File: config.mk
export PLATFORM = sky130hd
export DESIGN_NAME = mv_decode_ctrl
export DESIGN_NICKNAME = d
export VERILOG_FILES = /design/src/rtl/mv_decode_ctrl.sv
export SDC_FILE = /design/constraint.sdc
export NUM_CORES = 1
export LEC_CHECK = 0
export BUFFER_PORTS_ARGS = -buffer_cell sky130_fd_sc_hd__buf_2
export CORE_ASPECT_RATIO = 1.5
export CORE_MARGIN = 2
export CORE_UTILIZATION = 56
export CTS_BUF_LIST = sky130_fd_sc_hd__clkbuf_16
export CTS_CLUSTER_SIZE = 10
export DETAILED_ROUTE_END_ITERATION = 16
export PLACE_DENSITY = 0.85
export SLEW_MARGIN = 20
export SYNTH_ARGS = -nofsm -noshare
export SYNTH_HDL_FRONTEND = slang
export SYNTH_SLANG_ARGS = --single-unit
File: constraint.sdc
create_clock -name clk -period 6.5 [get_ports clk]
set_input_delay 0.325 -clock clk [delete_from_list [all_inputs] [get_ports clk]]
set_output_delay 0.325 -clock clk [all_outputs]
set_load 0.02 [all_outputs]
File: src/rtl/mv_decode_ctrl.sv
// mv_decode_ctrl: motion-vector decode sequencer.
// Runs one motion-code lookup per component, then pulls the residual bits
// and emits a signed delta per component.
// Optional feature macro: MV_PREDICT_EN (predictor registers + range-wrapped mv_out).
// Note: the bitstream window port is named bs_buf because "buf" is a reserved word.
module mv_decode_ctrl #(
    parameter int DW = 16
) (
    input  logic                 clk,
    input  logic                 rst,
    input  logic                 start,
    input  logic                 two_vec,
    input  logic [3:0]           f_code_fwd,
    input  logic [3:0]           f_code_bwd,
    input  logic [19:0]          bs_buf,
    input  logic                 bs_ready,
    output logic                 bs_adv,
    output logic [4:0]           bs_shift,
    output logic                 mc_req,
    input  logic                 mc_done,
    input  logic signed [5:0]    mc_value,
    input  logic [4:0]           mc_shift,
    input  logic                 mc_error,
    input  logic                 pmv_clr,
    output logic                 delta_valid,
    output logic signed [DW-1:0] delta,
    output logic signed [DW-1:0] mv_out,
    output logic [1:0]           comp_idx,
    output logic                 busy,
    output logic                 done,
    output logic                 err
);

    typedef enum logic [3:0] {
        IDLE, CHECK, MC_REQ, MC_WAIT, MC_ADV, RES, RES_ADV, CALC, EMIT, FIN
    } state_t;

    state_t state, nxt;

    logic              two_q;
    logic [3:0]        fcf_q, fcb_q;
    logic signed [5:0] mc_q;
    logic [7:0]        res_q;
    logic              err_q;

    logic       adv_n, req_n, dv_n, done_n, err_n;
    logic [4:0] shift_n;
    logic       ld_cfg, ld_mc, ld_res, set_err, inc_idx;

    logic [3:0] r_size;
    logic [1:0] last_idx;
    logic       cfg_bad;
    logic [7:0] res_cap;

    // horizontal/vertical of the same vector share one f_code
    assign r_size   = comp_idx[1] ? (fcb_q - 4'd1) : (fcf_q - 4'd1);
    assign last_idx = two_q ? 2'd3 : 2'd1;
    assign cfg_bad  = (fcf_q == 4'd0) || (fcf_q > 4'd9) ||
                      (two_q && ((fcb_q == 4'd0) || (fcb_q > 4'd9)));
    // top r_size bits of the window, right-aligned (r_size is 1..8 here)
    assign res_cap  = bs_buf[19:12] >> (4'd8 - r_size);

    logic unused;

    // delta arithmetic; |delta| <= 4096 so 14-bit signed is enough
    logic signed [13:0] mc_ext, mc_abs, mag, d14;
    always_comb begin
        mc_ext = {{8{mc_q[5]}}, mc_q};
        mc_abs = mc_q[5] ? -mc_ext : mc_ext;
        mag    = ((mc_abs - 14'sd1) <<< r_size) + $signed({6'd0, res_q}) + 14'sd1;
        d14    = ((mc_q == 6'sd0) || (r_size == 4'd0)) ? mc_ext
               : (mc_q[5] ? -mag : mag);
    end

    // next-state and registered-output decode; every pulse is high while in its target state
    always_comb begin
        nxt     = state;
        adv_n   = 1'b0;
        shift_n = 5'd0;
        req_n   = 1'b0;
        dv_n    = 1'b0;
        done_n  = 1'b0;
        err_n   = 1'b0;
        ld_cfg  = 1'b0;
        ld_mc   = 1'b0;
        ld_res  = 1'b0;
        set_err = 1'b0;
        inc_idx = 1'b0;
        case (state)
            IDLE: if (start) begin
                nxt    = CHECK;
                ld_cfg = 1'b1;
            end
            CHECK: if (cfg_bad) begin
                nxt     = FIN;
                set_err = 1'b1;
                done_n  = 1'b1;
                err_n   = 1'b1;
            end else begin
                nxt = MC_REQ;
            end
            MC_REQ: if (bs_ready) begin
                nxt   = MC_WAIT;
                req_n = 1'b1;
            end
            MC_WAIT: if (mc_done) begin
                if (mc_error) begin
                    nxt     = FIN;
                    set_err = 1'b1;
                    done_n  = 1'b1;
                    err_n   = 1'b1;
                end else begin
                    nxt     = MC_ADV;
                    ld_mc   = 1'b1;
                    adv_n   = 1'b1;
                    shift_n = mc_shift;
                end
            end
            MC_ADV: nxt = ((r_size != 4'd0) && (mc_q != 6'sd0)) ? RES : CALC;
            RES: if (bs_ready) begin
                nxt     = RES_ADV;
                ld_res  = 1'b1;
                adv_n   = 1'b1;
                shift_n = {1'b0, r_size};
            end
            RES_ADV: nxt = CALC;
            CALC: begin
                nxt  = EMIT;
                dv_n = 1'b1;
            end
            EMIT: if (comp_idx == last_idx) begin
                nxt    = FIN;
                done_n = 1'b1;
                err_n  = err_q;
            end else begin
                nxt     = MC_REQ;
                inc_idx = 1'b1;
            end
            FIN:     nxt = IDLE;
            default: nxt = IDLE;
        endcase
    end

    // state, latched slot config and registered pulse outputs
    always_ff @(posedge clk or negedge rst) begin
        if (!rst) begin
            state       <= IDLE;
            two_q       <= 1'b0;
            fcf_q       <= 4'd0;
            fcb_q       <= 4'd0;
            mc_q        <= 6'sd0;
            res_q       <= 8'd0;
            err_q       <= 1'b0;
            comp_idx    <= 2'd0;
            bs_adv      <= 1'b0;
            bs_shift    <= 5'd0;
            mc_req      <= 1'b0;
            delta_valid <= 1'b0;
            done        <= 1'b0;
            err         <= 1'b0;
            busy        <= 1'b0;
        end else begin
            state       <= nxt;
            bs_adv      <= adv_n;
            bs_shift    <= shift_n;
            mc_req      <= req_n;
            delta_valid <= dv_n;
            done        <= done_n;
            err         <= err_n;
            busy        <= (nxt != IDLE);
            if (ld_cfg) begin
                two_q    <= two_vec;
                fcf_q    <= f_code_fwd;
                fcb_q    <= f_code_bwd;
                comp_idx <= 2'd0;
                err_q    <= 1'b0;
            end
            if (set_err) err_q <= 1'b1;
            if (ld_mc)   mc_q  <= mc_value;
            if (ld_res)  res_q <= res_cap;
            if (inc_idx) comp_idx <= comp_idx + 2'd1;
        end
    end

    // delta is captured leaving CALC so it is stable during EMIT
    always_ff @(posedge clk or negedge rst) begin
        if (!rst)               delta <= '0;
        else if (state == CALC) delta <= {{(DW-14){d14[13]}}, d14};
    end

`ifdef MV_PREDICT_EN
    localparam logic signed [DW+1:0] RNG_BASE = {{(DW-3){1'b0}}, 5'b10000};

    logic signed [DW-1:0] pmv [4];
    logic signed [DW+1:0] pmv_ext, dlt_ext, sum, rng, v;

    assign unused = ^bs_buf[11:0];

    // predictor + delta, wrapped once into [-range, range-1]
    always_comb begin
        pmv_ext = {{2{pmv[comp_idx][DW-1]}}, pmv[comp_idx]};
        dlt_ext = {{(DW-12){d14[13]}}, d14};
        rng     = RNG_BASE <<< r_size;
        sum     = pmv_ext + dlt_ext;
        v       = sum;
        if (sum >= rng)       v = sum - (rng <<< 1);
        else if (sum < -rng)  v = sum + (rng <<< 1);
    end

    // predictors: cleared on request while idle, updated with each emitted vector
    always_ff @(posedge clk or negedge rst) begin
        if (!rst) begin
            for (int i = 0; i < 4; i++) pmv[i] <= '0;
        end else if ((state == IDLE) && pmv_clr) begin
            for (int i = 0; i < 4; i++) pmv[i] <= '0;
        end else if (state == CALC) begin
            pmv[comp_idx] <= v[DW-1:0];
        end
    end

    // reconstructed vector, presented alongside delta
    always_ff @(posedge clk or negedge rst) begin
        if (!rst)               mv_out <= '0;
        else if (state == CALC) mv_out <= v[DW-1:0];
    end
`else
    assign unused = ^{bs_buf[11:0], pmv_clr};
    assign mv_out = '0;
`endif

endmodule
Word-level counts from Yosys, hierarchy flattened
Cells that the tools add are included.
Widths: inputs -> output; s select.
Storage, ports and cells
  flip-flop bits (word level): 55
Operators by class
  add/sub/neg operators: 9
  eq/ne operators: 9
  multiplexer cells: 42
  shift-type cells: 2
  reduce and logical (&&, ||, !) cells: 16
  magnitude comparators: 2
Operators with widths (number)
  $mux 14: 3
  $mux 4: 9
  $pmux 4 s9: 1
  $mux 1: 18
  $eq 4x3->1 const B: 4
  $logic_not 4->1: 4
  $add 14x2->14 const B: 1
  $add 14x9->14: 1
  $neg 14->14: 1
  $neg 6->14: 1
  $sshl 14x4->14: 1
  $sub 14x2->14 const B: 1
  $mux 5: 2
  $pmux 5 s2: 1
  $eq 4x2->1 const B: 2
  $gt 4x4->1 const B: 2
  $mux 2: 4
  $reduce_bool 4->1: 2
  $shr 8x4->8: 1
  $sub 4x1->4 const B: 2
  $logic_not 6->1: 1
  $pmux 1 s3: 2
  $reduce_bool 6->1: 1
  $eq 4x1->1 const B: 1
  8 further kinds: 14

Logic depth before layout (Yosys ltp)
Gate-level depths: netlist of the first run.
  word-level depth: 9
  gate-level depth with buffers: 23
  depth with buffers taken out: 21

Worst setup path after synthesis of the first run
OpenSTA, ideal clock, no wires.
  kind: register to register
  start: register comp_idx[1]
  end: register delta[12]
  arrival: 4.884 ns
  data required time: 6.369 ns
  stages on the path, launching flop included: 23
  slack: 1.485 ns
  cells stage by stage: dfrtp_1 > buf_6 > mux2i_1 > buf_1 > ha_1 > or4b_1 > o21ai_2 > or2_1 > buf_6 > nor2_4 > nand3_1 > inv_1 > ha_1 > nor2b_1 > o21ai_0 > a21boi_0 > o31a_1 > a21oi_1 > or4_4 > or3_4 > o31ai_4 > xnor2_1 > o21ai_1
Between the ends
  cells in the longest elaborated chain, start to end: 7
  elaborated cells between the ends (all ways): 9
  those cells by class: add/sub: 3; shift: 1; mux: 3; reduce/logical: 2
Ends and longest elaborated chain
  from (decl): line 28  | output logic [1:0] comp_idx,
  from (signal assigned): line 181  | if (inc_idx) comp_idx <= comp_idx + 2'd1;
  $mux 4 (*): line 56  | assign r_size = comp_idx[1] ? (fcb_q - 4'd1) : (fcf_q - 4'd1);
  $sshl 14x4->14: line 70  | mag = ((mc_abs - 14'sd1) <<< r_size) + $signed({6'd0, res_q}) + 14'sd1;
  $add 14x9->14: line 70
  $add 14x2->14: line 70
  $neg 14->14: line 72  | : (mc_q[5] ? -mag : mag);
  $mux 14: line 72
  $mux 14 (*): line 71  | d14 = ((mc_q == 6'sd0) || (r_size == 4'd0)) ? mc_ext
  to (signal assigned): line 188  | else if (state == CALC) delta <= {{(DW-14){d14[13]}}, d14};
  to (decl): line 26  | output logic signed [DW-1:0] delta,
Mark *: on every way between the ends. The rest lies on a longest branch, timed or not.
A chain may end at the register's enable or synchronous reset.

Worst setup path in the final report of the first run
Ends and elaborated chain as after synthesis.

==> impl.org, run 1 <==
** Layout
- After routing the design area is 4830 sq um.
- Across the whole layout, storage elements account for 1380 sq um.
- The number of antenna diodes in the final layout is 0.
- Count of nets after finishing :: 642
- Leaving out fill and tap cells, the most frequent cells in the layout are 107 x sky130_fd_sc_hd__nand2_1, 62 x sky130_fd_sc_hd__buf_2, 55 x sky130_fd_sc_hd__dfrtp_1.
- The area growth from synthesis to layout is 9.43%.
- The finished layout holds just under 700 standard cells, fillers aside.
- In the final layout, the share of cells above drive strength 1 is 0.184.
- The multi-input combinational cells in the finished layout cover a total of 2780 sq um.
- Fillcell total :: around 660
- Leaving out fill and tap cells, the most frequent cell in the layout is sky130_fd_sc_hd__nand2_1.

** Floorplan
- The floorplan step defined a die boundary enclosing between 8000 and 9000 sq um.
- The floorplan step set the die height to about 110 microns.
- Num ports :: a little over 90
- For this configuration, the core starts out at a cell density of 0.577.
- The floorplan has 39 rows.
- The total area inside the core boundary comes to about 7700 sq um.
- Die Width :: 76.5 microns

** Clocking
- TritonCTS built the clock tree.
- The cell sitting at the root of the clock tree is a sky130_fd_sc_hd__clkbuf_16.
- CTS saw 55 sinks.
- Post-cts resize count :: 0
- At the later pin of the worst-skew pair, clock insertion delay measures about 0.3 ns.
- CTS built an H-tree with a depth of 2.
- The number of setup buffers added after CTS is 0.
- Clock-pin slew was measured on the worst setup and hold paths at 0.08 ns.
- Clock buffers created by TritonCTS :: 5
- The number of hold buffers added after CTS was 0.
- The longest clock path from root to sink contains 2 buffers.

** Worst setup path
- Kind of end point of the critical path :: register
- Walking the worst path, the cells encountered are mux2i_2 > ha_1 > or4b_1 > o21ai_2 > or2_1 > nor2_4 > nand3_1 > inv_1 > ha_1 > nor2b_1 > o21ai_0 > a21boi_0 > o31a_1 > a21oi_1 > or4_4 > or3_4 > o31ai_4 > xnor2_1 > o21ai_1.
- Startpoint of the worst-slack reg-to-reg timing path :: comp_idx[1]
- The worst setup path is launched from a register.
- The largest individual stage delay along the critical path comes from the cell sky130_fd_sc_hd__dfrtp_1.
- The kind of cell with the highest combined delay along the critical path is simple AND/OR/NAND/NOR gates.
- Counting cells, the worst reg-to-reg path comes to 19.
- Worst Path Max Fanout :: 15
- The number of buffers and inverters on the critical path is 1.
- Critical path class :: reg -> reg
- Capture point of the worst reg-to-reg path :: delta[12]
- The worst register-to-register path has a setup slack of 0.91 ns.
- Slowest Stage Delay on Critical Path :: 0.61 ns
- For the worst setup path, the data arrival time is 5.73 ns.
- Data on the critical path is required at its endpoint by 6.64 ns.
- Among the stages of the critical path, the cell type that occurs most often is sky130_fd_sc_hd__ha_1.

** Logic synthesis
- Synthesis produced a netlist whose cell count is 535.
- Yosys mapped the design onto 82 distinct sky130hd cell types.
- Dominant register cell in the synthesized netlist :: sky130_fd_sc_hd__dfrtp_1
- The synthesized design contains 0 enable-type register cells.
- Proportion of synthesized flip-flops having asynchronous set or reset :: 1.00
- For this run, the register share of the synthesized area comes to 0.312.
- Yosys Warn Count :: 0
- Post-synthesis average cell area :: roughly 8.3 sq um
- The cell area that synthesis handed to floorplanning was 4420 sq um.
- Flip-flop and latch count after synthesis :: 55

** Run
- Across the run, the number of max-cap violations was 0.

** Placed design
- Counting tap cells, the placed design contains a total of 674 instances.
- The congestion estimate from routability-driven global placement came to 0.897.
- After detailed placement, the total cell area comes to 4690 sq um.
- OpenSTA, run right after detailed placement, puts the worst setup slack at slightly above 1 ns.
- Quantity of I/O buffers inserted on ports :: 62
- Once detailed placement completed, the half-perimeter wirelength came to 7700 microns.

** Timing
- Fin crit period :: between 5 and 6 ns
- Count of pins over their slew limit :: 0
- Dividing the final minimum period by the clock period gives 0.860.
- Unrepaired setup endpoints after global routing :: false
- The count of endpoints failing hold in the final timing report came to 0.
- Total Neg Setup Slack :: 0 ns
- At the pin with the least slew margin, the transition time is about 1 ns.
- Headroom to the max-slew limit came out at 0.334.
- FMAX :: 179 MHz
- Worst Skew :: 0.0114 ns
- Setup violations remaining at the end of the flow were counted as 0.
- Final worst-path setup slack :: 0.909 ns

** GRT
- The number of antenna violations at the first check in global routing came to 0.
- Global-route wire length before repair :: 17400 microns
- After global routing the overflow that remains totals 0.
- Entering global routing, the biggest net connects 56 pins.
- For this run, the total global-route usage over all layers was measured as 0.246.
- The number of global-route vias before repair came to 3885.

** Route
- Residual DRC :: 0
- Final wirelength :: 10000 microns
- Violation count after the first detailed-route iteration :: a little under 300
- Dividing the detail-routed via count by the number of cells gives 5.75.
- Post-detailed-route count of antenna-violating nets :: 0
- Dividing the detail-routed wire length by the instance count gives 14.7 microns.
- Number of vias in the routed layout :: between 3000 and 4000
- The pre-antenna-repair detailed-routing pass consisted of 4 iterations.

** Run status
- The flow ran to the end, and the final reports show no timing, DRC or antenna violations.

** Hold path
- The tightest min-delay check is of the in -> async type.
==> flip-flops by register name (all words and copies together) (netlist names), 2 cells and up <==
| signal | cells |
|---|---|
| fcb_q | 4 |
| delta | 14 |
| bs_shift | 5 |
| state | 4 |
| res_q | 8 |
| mc_q | 6 |
| comp_idx | 2 |
| fcf_q | 4 |
==> synth_stat cells (5+ instances only) <==
cell	number	share of area
sky130_fd_sc_hd__nor3_1	11	0.012
sky130_fd_sc_hd__o22ai_1	5	0.0071
sky130_fd_sc_hd__mux2_2	7	0.018
sky130_fd_sc_hd__nor2b_1	8	0.011
sky130_fd_sc_hd__o21ai_1	6	0.0068
sky130_fd_sc_hd__ha_1	15	0.042
sky130_fd_sc_hd__dfrtp_1	55	0.31
sky130_fd_sc_hd__nand2_1	107	0.091
sky130_fd_sc_hd__xor2_1	7	0.014
sky130_fd_sc_hd__inv_1	14	0.012
sky130_fd_sc_hd__mux2i_1	10	0.023
sky130_fd_sc_hd__a21oi_1	19	0.022
sky130_fd_sc_hd__clkbuf_1	16	0.014
sky130_fd_sc_hd__buf_4	19	0.032
sky130_fd_sc_hd__nand3_1	18	0.020
sky130_fd_sc_hd__o21ai_0	40	0.045
sky130_fd_sc_hd__xnor2_1	15	0.030
sky130_fd_sc_hd__and2_1	6	0.0085
sky130_fd_sc_hd__nand2b_1	9	0.013
sky130_fd_sc_hd__o21a_1	6	0.010
sky130_fd_sc_hd__nor2_1	29	0.025
==> stage by stage <==
| step | util | hold slack (ns) |
|---|---|---|
| floorplan | - | 0.0294 |
| global placement | 0.612 | 0.446 |
| detailed placement | 0.612 | 0.452 |
| CTS | 0.631 | 0.172 |
| global route | 0.631 | 0.199 |
| finish | 0.631 | 0.124 |
==> how the worst max path moves through the flow <==
stage,startpoint,endpoint,cells past startpoint
2_1_floorplan,comp_idx[1],delta[12],22
3_3_place_gp,comp_idx[1],delta[12],19
3_5_place_dp,comp_idx[1],delta[12],19
4_1_cts,comp_idx[1],delta[12],19
5_1_grt,comp_idx[1],delta[12],19
6_report,comp_idx[1],delta[12],19
==> cell type report <==
| class | instances | share of cell area |
|---|---|---|
| flip-flops and latches | 55 | 0.285 |
| inverters | 16 | 0.0124 |
| multi-input cells | 435 | 0.576 |
| well taps | 102 | 0.0264 |
| clock inverters | 3 | 0.00466 |
| clock buffers | 5 | 0.0259 |
| repair buffers | 66 | 0.0704 |
==> cells by family after synthesis <==
kind of cell	after synthesis	share of synthesized area
AOI/OAI and AO/OA	129	0.202
DFF	55	0.312
adders and majority gates	16	0.0470
muxes	20	0.0518
buffers and inverters	60	0.0714
xor gates and xnor gates	24	0.0552
other	1	0.000849
and+or+nand+nor	230	0.260
==> metal layers <==
metal,vias to the layer above,global-route usage,share of wire
li1,1955,-,-
met1,1820,0.267,0.38
met2,113,0.458,0.53
met3,31,0.0295,0.038
met4,0,0.138,0.048
met5,-,0,0
Power of run 1 is left out: the tool's default activity adds up to more than one toggle a clock period on the data nets, which glitch-free logic cannot reach.
==> run 2, diff against run 1 <==
--- a/config.mk
+++ b/config.mk
@@ -6,13 +6,15 @@
 export NUM_CORES = 1
 export LEC_CHECK = 0
 export BUFFER_PORTS_ARGS = -buffer_cell sky130_fd_sc_hd__buf_2
+export CELL_PAD_IN_SITES_DETAIL_PLACEMENT = 1
+export CELL_PAD_IN_SITES_GLOBAL_PLACEMENT = 2
 export CORE_ASPECT_RATIO = 1.5
 export CORE_MARGIN = 2
-export CORE_UTILIZATION = 56
+export CORE_UTILIZATION = 33
 export CTS_BUF_LIST = sky130_fd_sc_hd__clkbuf_16
 export CTS_CLUSTER_SIZE = 10
 export DETAILED_ROUTE_END_ITERATION = 16
-export PLACE_DENSITY = 0.85
+export PLACE_DENSITY = 0.86
 export SLEW_MARGIN = 20
 export SYNTH_ARGS = -nofsm -noshare
 export SYNTH_HDL_FRONTEND = slang
==> impl.org, run 2 (synthesis gave the netlist of run 1 again) <==
** Run status
- The flow ran to the end, and the final reports show no timing, DRC or antenna violations.

** GRT
- The global routing usage on met2 was 0.315 (-0.143).
- Global-route wire length before repair :: 20000 microns (+15%)
- Grt met1 use :: 0.189 (-0.0778)
- The global-route track usage on met3 came to 0.0197 (-0.00981).
- Total congestion overflow :: 0 (unchanged)
- Antenna violations before repair :: 0 (unchanged)
- The combined global-route utilization of all metal layers is 0.168 (-0.0781).
- Layer carrying the most global-route usage :: met2
- Maximum number of pins on one net before global-route repair :: 56 (unchanged)
- Via count of the first global-routing pass :: 4113 (+5.9%)

** Route
- Number of vias in the routed layout :: 3942 (+0.59%)
- The detailed-route wire length per cell came to 16.2 microns (+10%).
- The length of the first detailed-routing pass in iterations is 4 (unchanged).
- The post-detailed-route DRC marker count was 0 (unchanged).
- The aggregate routed wire length was 12000 microns (+19%).
- Violation count after the first detailed-route iteration :: 140 (-52%)
- Avg Vias per Cell :: 5.33 (-7.2%)
- The number of routed nets with antenna violations came to 0 (unchanged).

** Layout
- Largest registers in the final layout :: delta x14, res_q x8, mc_q x6
- Combined area of the multi-input logic cells :: 2790 sq um (+0.18%)
- Count of nets after finishing :: 642 (unchanged)
- The number of flip-flops in the largest register was 14 (unchanged).
- From synthesis to final layout, the design area changed by 11.6%.
- Flip-flop and latch area :: 1380 sq um (unchanged)
- The final design utilization was 0.379 (-0.252).
- Most common cell after layout, fill and taps aside :: sky130_fd_sc_hd__nand2_1
- Most frequent cells in the layout :: 107 x sky130_fd_sc_hd__nand2_1, 62 x sky130_fd_sc_hd__buf_2, 55 x sky130_fd_sc_hd__dfrtp_1
- Fillcell total :: 1623 (+140%)
- Ranked by flip-flop count, first place goes to delta.
- Final design area excluding fillers :: 4930 sq um (+2.0%)
- The share of final-layout standard cells stronger than drive strength 1 came to 0.184 (unchanged).
- Diode count :: 0 (unchanged)

** Worst setup path
- Slowest Stage Delay on Critical Path :: 0.60 ns (about the same)
- The signal arrival time at the worst endpoint was 5.87 ns (+0.14 ns).
- The count of cells along the worst register-to-register path came to 20 (+1).
- Critical path class :: reg -> reg
- Data required time of the critical path :: 6.67 ns (+0.03 ns)
- Worst Path Max Fanout :: 15 (unchanged)
- Critical-path cell list :: mux2i_2 > ha_1 > nor2b_1 > o21ai_2 > or2_1 > nor2_4 > nand3_1 > ha_1 > fa_1 > nor2b_1 > o21ai_0 > a21boi_0 > o22ai_1 > nor2_1 > nor4b_1 > o21ai_0 > a21oi_1 > o22ai_1 > xor2_1 > o21ai_1
- On the critical path, the stage with the largest delay is an instance of sky130_fd_sc_hd__dfrtp_1.
- Setup slack on the worst flop-to-flop path :: 0.80 ns (-0.11 ns)
- Kind of end point of the critical path :: register
- Capture point of the worst reg-to-reg path :: delta[13]
- Startpoint of the worst-slack reg-to-reg timing path :: comp_idx[1]
- Startpoint types :: register

** Floorplan
- Starting utilization of the core area :: 0.339 (-0.237)
- The number of rows created at floorplan came to 51 (+31%).
- The die outline width is 98.5 microns (+29%).
- The area of the core is 13000 sq um (+70%).
- The height of the chip was 146 microns (+29%).
- Num ports :: 92 (unchanged)
- The die outline area was 14300 sq um (+66%).

** Timing
- The sum of negative setup slack is 0 ns (unchanged).
- Unrepaired setup endpoints after global routing :: false
- Count of pins over their slew limit :: 0 (unchanged)
- Slew at the pin with the worst max-slew slack :: 1.07 ns (+0.0732 ns)
- The time the final worst path needs with I/O delays and setup came to 5.70 ns (+0.112 ns).
- The clock skew after layout was 0.0119 ns (+0.000510 ns).
- FMAX :: 175 MHz (-2.0%)
- Period Utilization, post-route :: 0.877 (+0.0172)
- The headroom to the max-slew limit was 0.286 (-0.0488).
- The count of endpoints failing hold in the final timing report is 0 (unchanged).
- The setup-violating endpoint count in the final report came to 0 (unchanged).

** Clocking
- The number of buffers inserted by hold repair at cts is 0 (unchanged).
- Clock tree from TritonCTS :: yes
- Post-cts resize count :: 0 (unchanged)
- The clock slew seen by the registers of the worst setup and hold paths was 0.08 ns (about the same).
- The maximum clock insertion buffer count is 2 (unchanged).
- The clock latency reported for the late side of the worst-skew pair is 0.31 ns (about the same).
- Total number of H-tree levels :: 2 (unchanged)
- The total number of clock tree sinks is 55 (unchanged).
- Root Buffer :: sky130_fd_sc_hd__clkbuf_16
- Clock buffers created by TritonCTS :: 5 (unchanged)
- The count of buffers added by post-CTS timing repair for setup is 0 (unchanged).

** Hold path
- The tightest min-delay check is of the in -> async type.

** Placed design
- HPWL after DPL :: 9420 microns (+22%)
- The weighted congestion reported at the end of routability-driven placement came to 0.862 (-4.0%).
- The number of buffers added on ports is 62 (unchanged).
- The post-place instance area came to 4760 sq um (+1.5%).

** Run
- The max-capacitance violation count came to 0 (unchanged).
[run 2: cell count changes in the layout (fill, tap and decap cells not counted), sizes merged]
cell    before  now
inv         16   17
clkinv       3    1
bufinv       0    1
[run 2: layer usage]
metal | vias up | share of wire
met5 | - | 0
li1 | 1955 | -
met2 | 58 | 0.54
met4 | 0 | 0.029
met3 | 17 | 0.022
met1 | 1912 | 0.40
[run 2: how the worst max path moves through the flow]
stage,from,to,slack [ns],depth (start not counted)
final,comp_idx[1],delta[13],0.80,20
after global routing,comp_idx[1],delta[13],0.31,20
after CTS,comp_idx[1],delta[13],0.77,20
after detailed placement,comp_idx[1],delta[13],0.81,20
after global placement,comp_idx[1],delta[13],1.04,20
after floorplan,comp_idx[1],delta[12],1.49,22
[run 2: critical path, delay by kind of cell, from the launching register on]
kind / cells / cell delay (ns)
AND/OR/NAND/NOR: 7 / 1.74
AO/OA/AOI/OAI: 8 / 1.56
XOR/XNOR: 1 / 0.19
adder cells (fa/ha/maj): 3 / 0.96
flip-flops: 1 / 0.60
multiplexers: 1 / 0.47
[run 2: area by class of cell]
cell class	count	area share
inverter	16	0.0122
clock inverter	3	0.00863
multi-input combinational	435	0.565
tap	159	0.0403
timing repair buffer	66	0.0690
sequential	55	0.279
clock buffer	5	0.0254
[run 2: metrics by stage]
| stage | hold slack, ns | setup WS, ns | cells |
|---|---|---|---|
| 2_1_floorplan | 0.0294 | 1.49 | 550 |
| 3_3_place_gp | 0.448 | 1.04 | 731 |
| 3_5_place_dp | 0.454 | 0.814 | 731 |
| 4_1_cts | 0.194 | 0.774 | 739 |
| 5_1_grt | 0.217 | 0.306 | 739 |
| 6_report | 0.157 | 0.797 | 739 |
Power of run 2 is left out for the same reason.
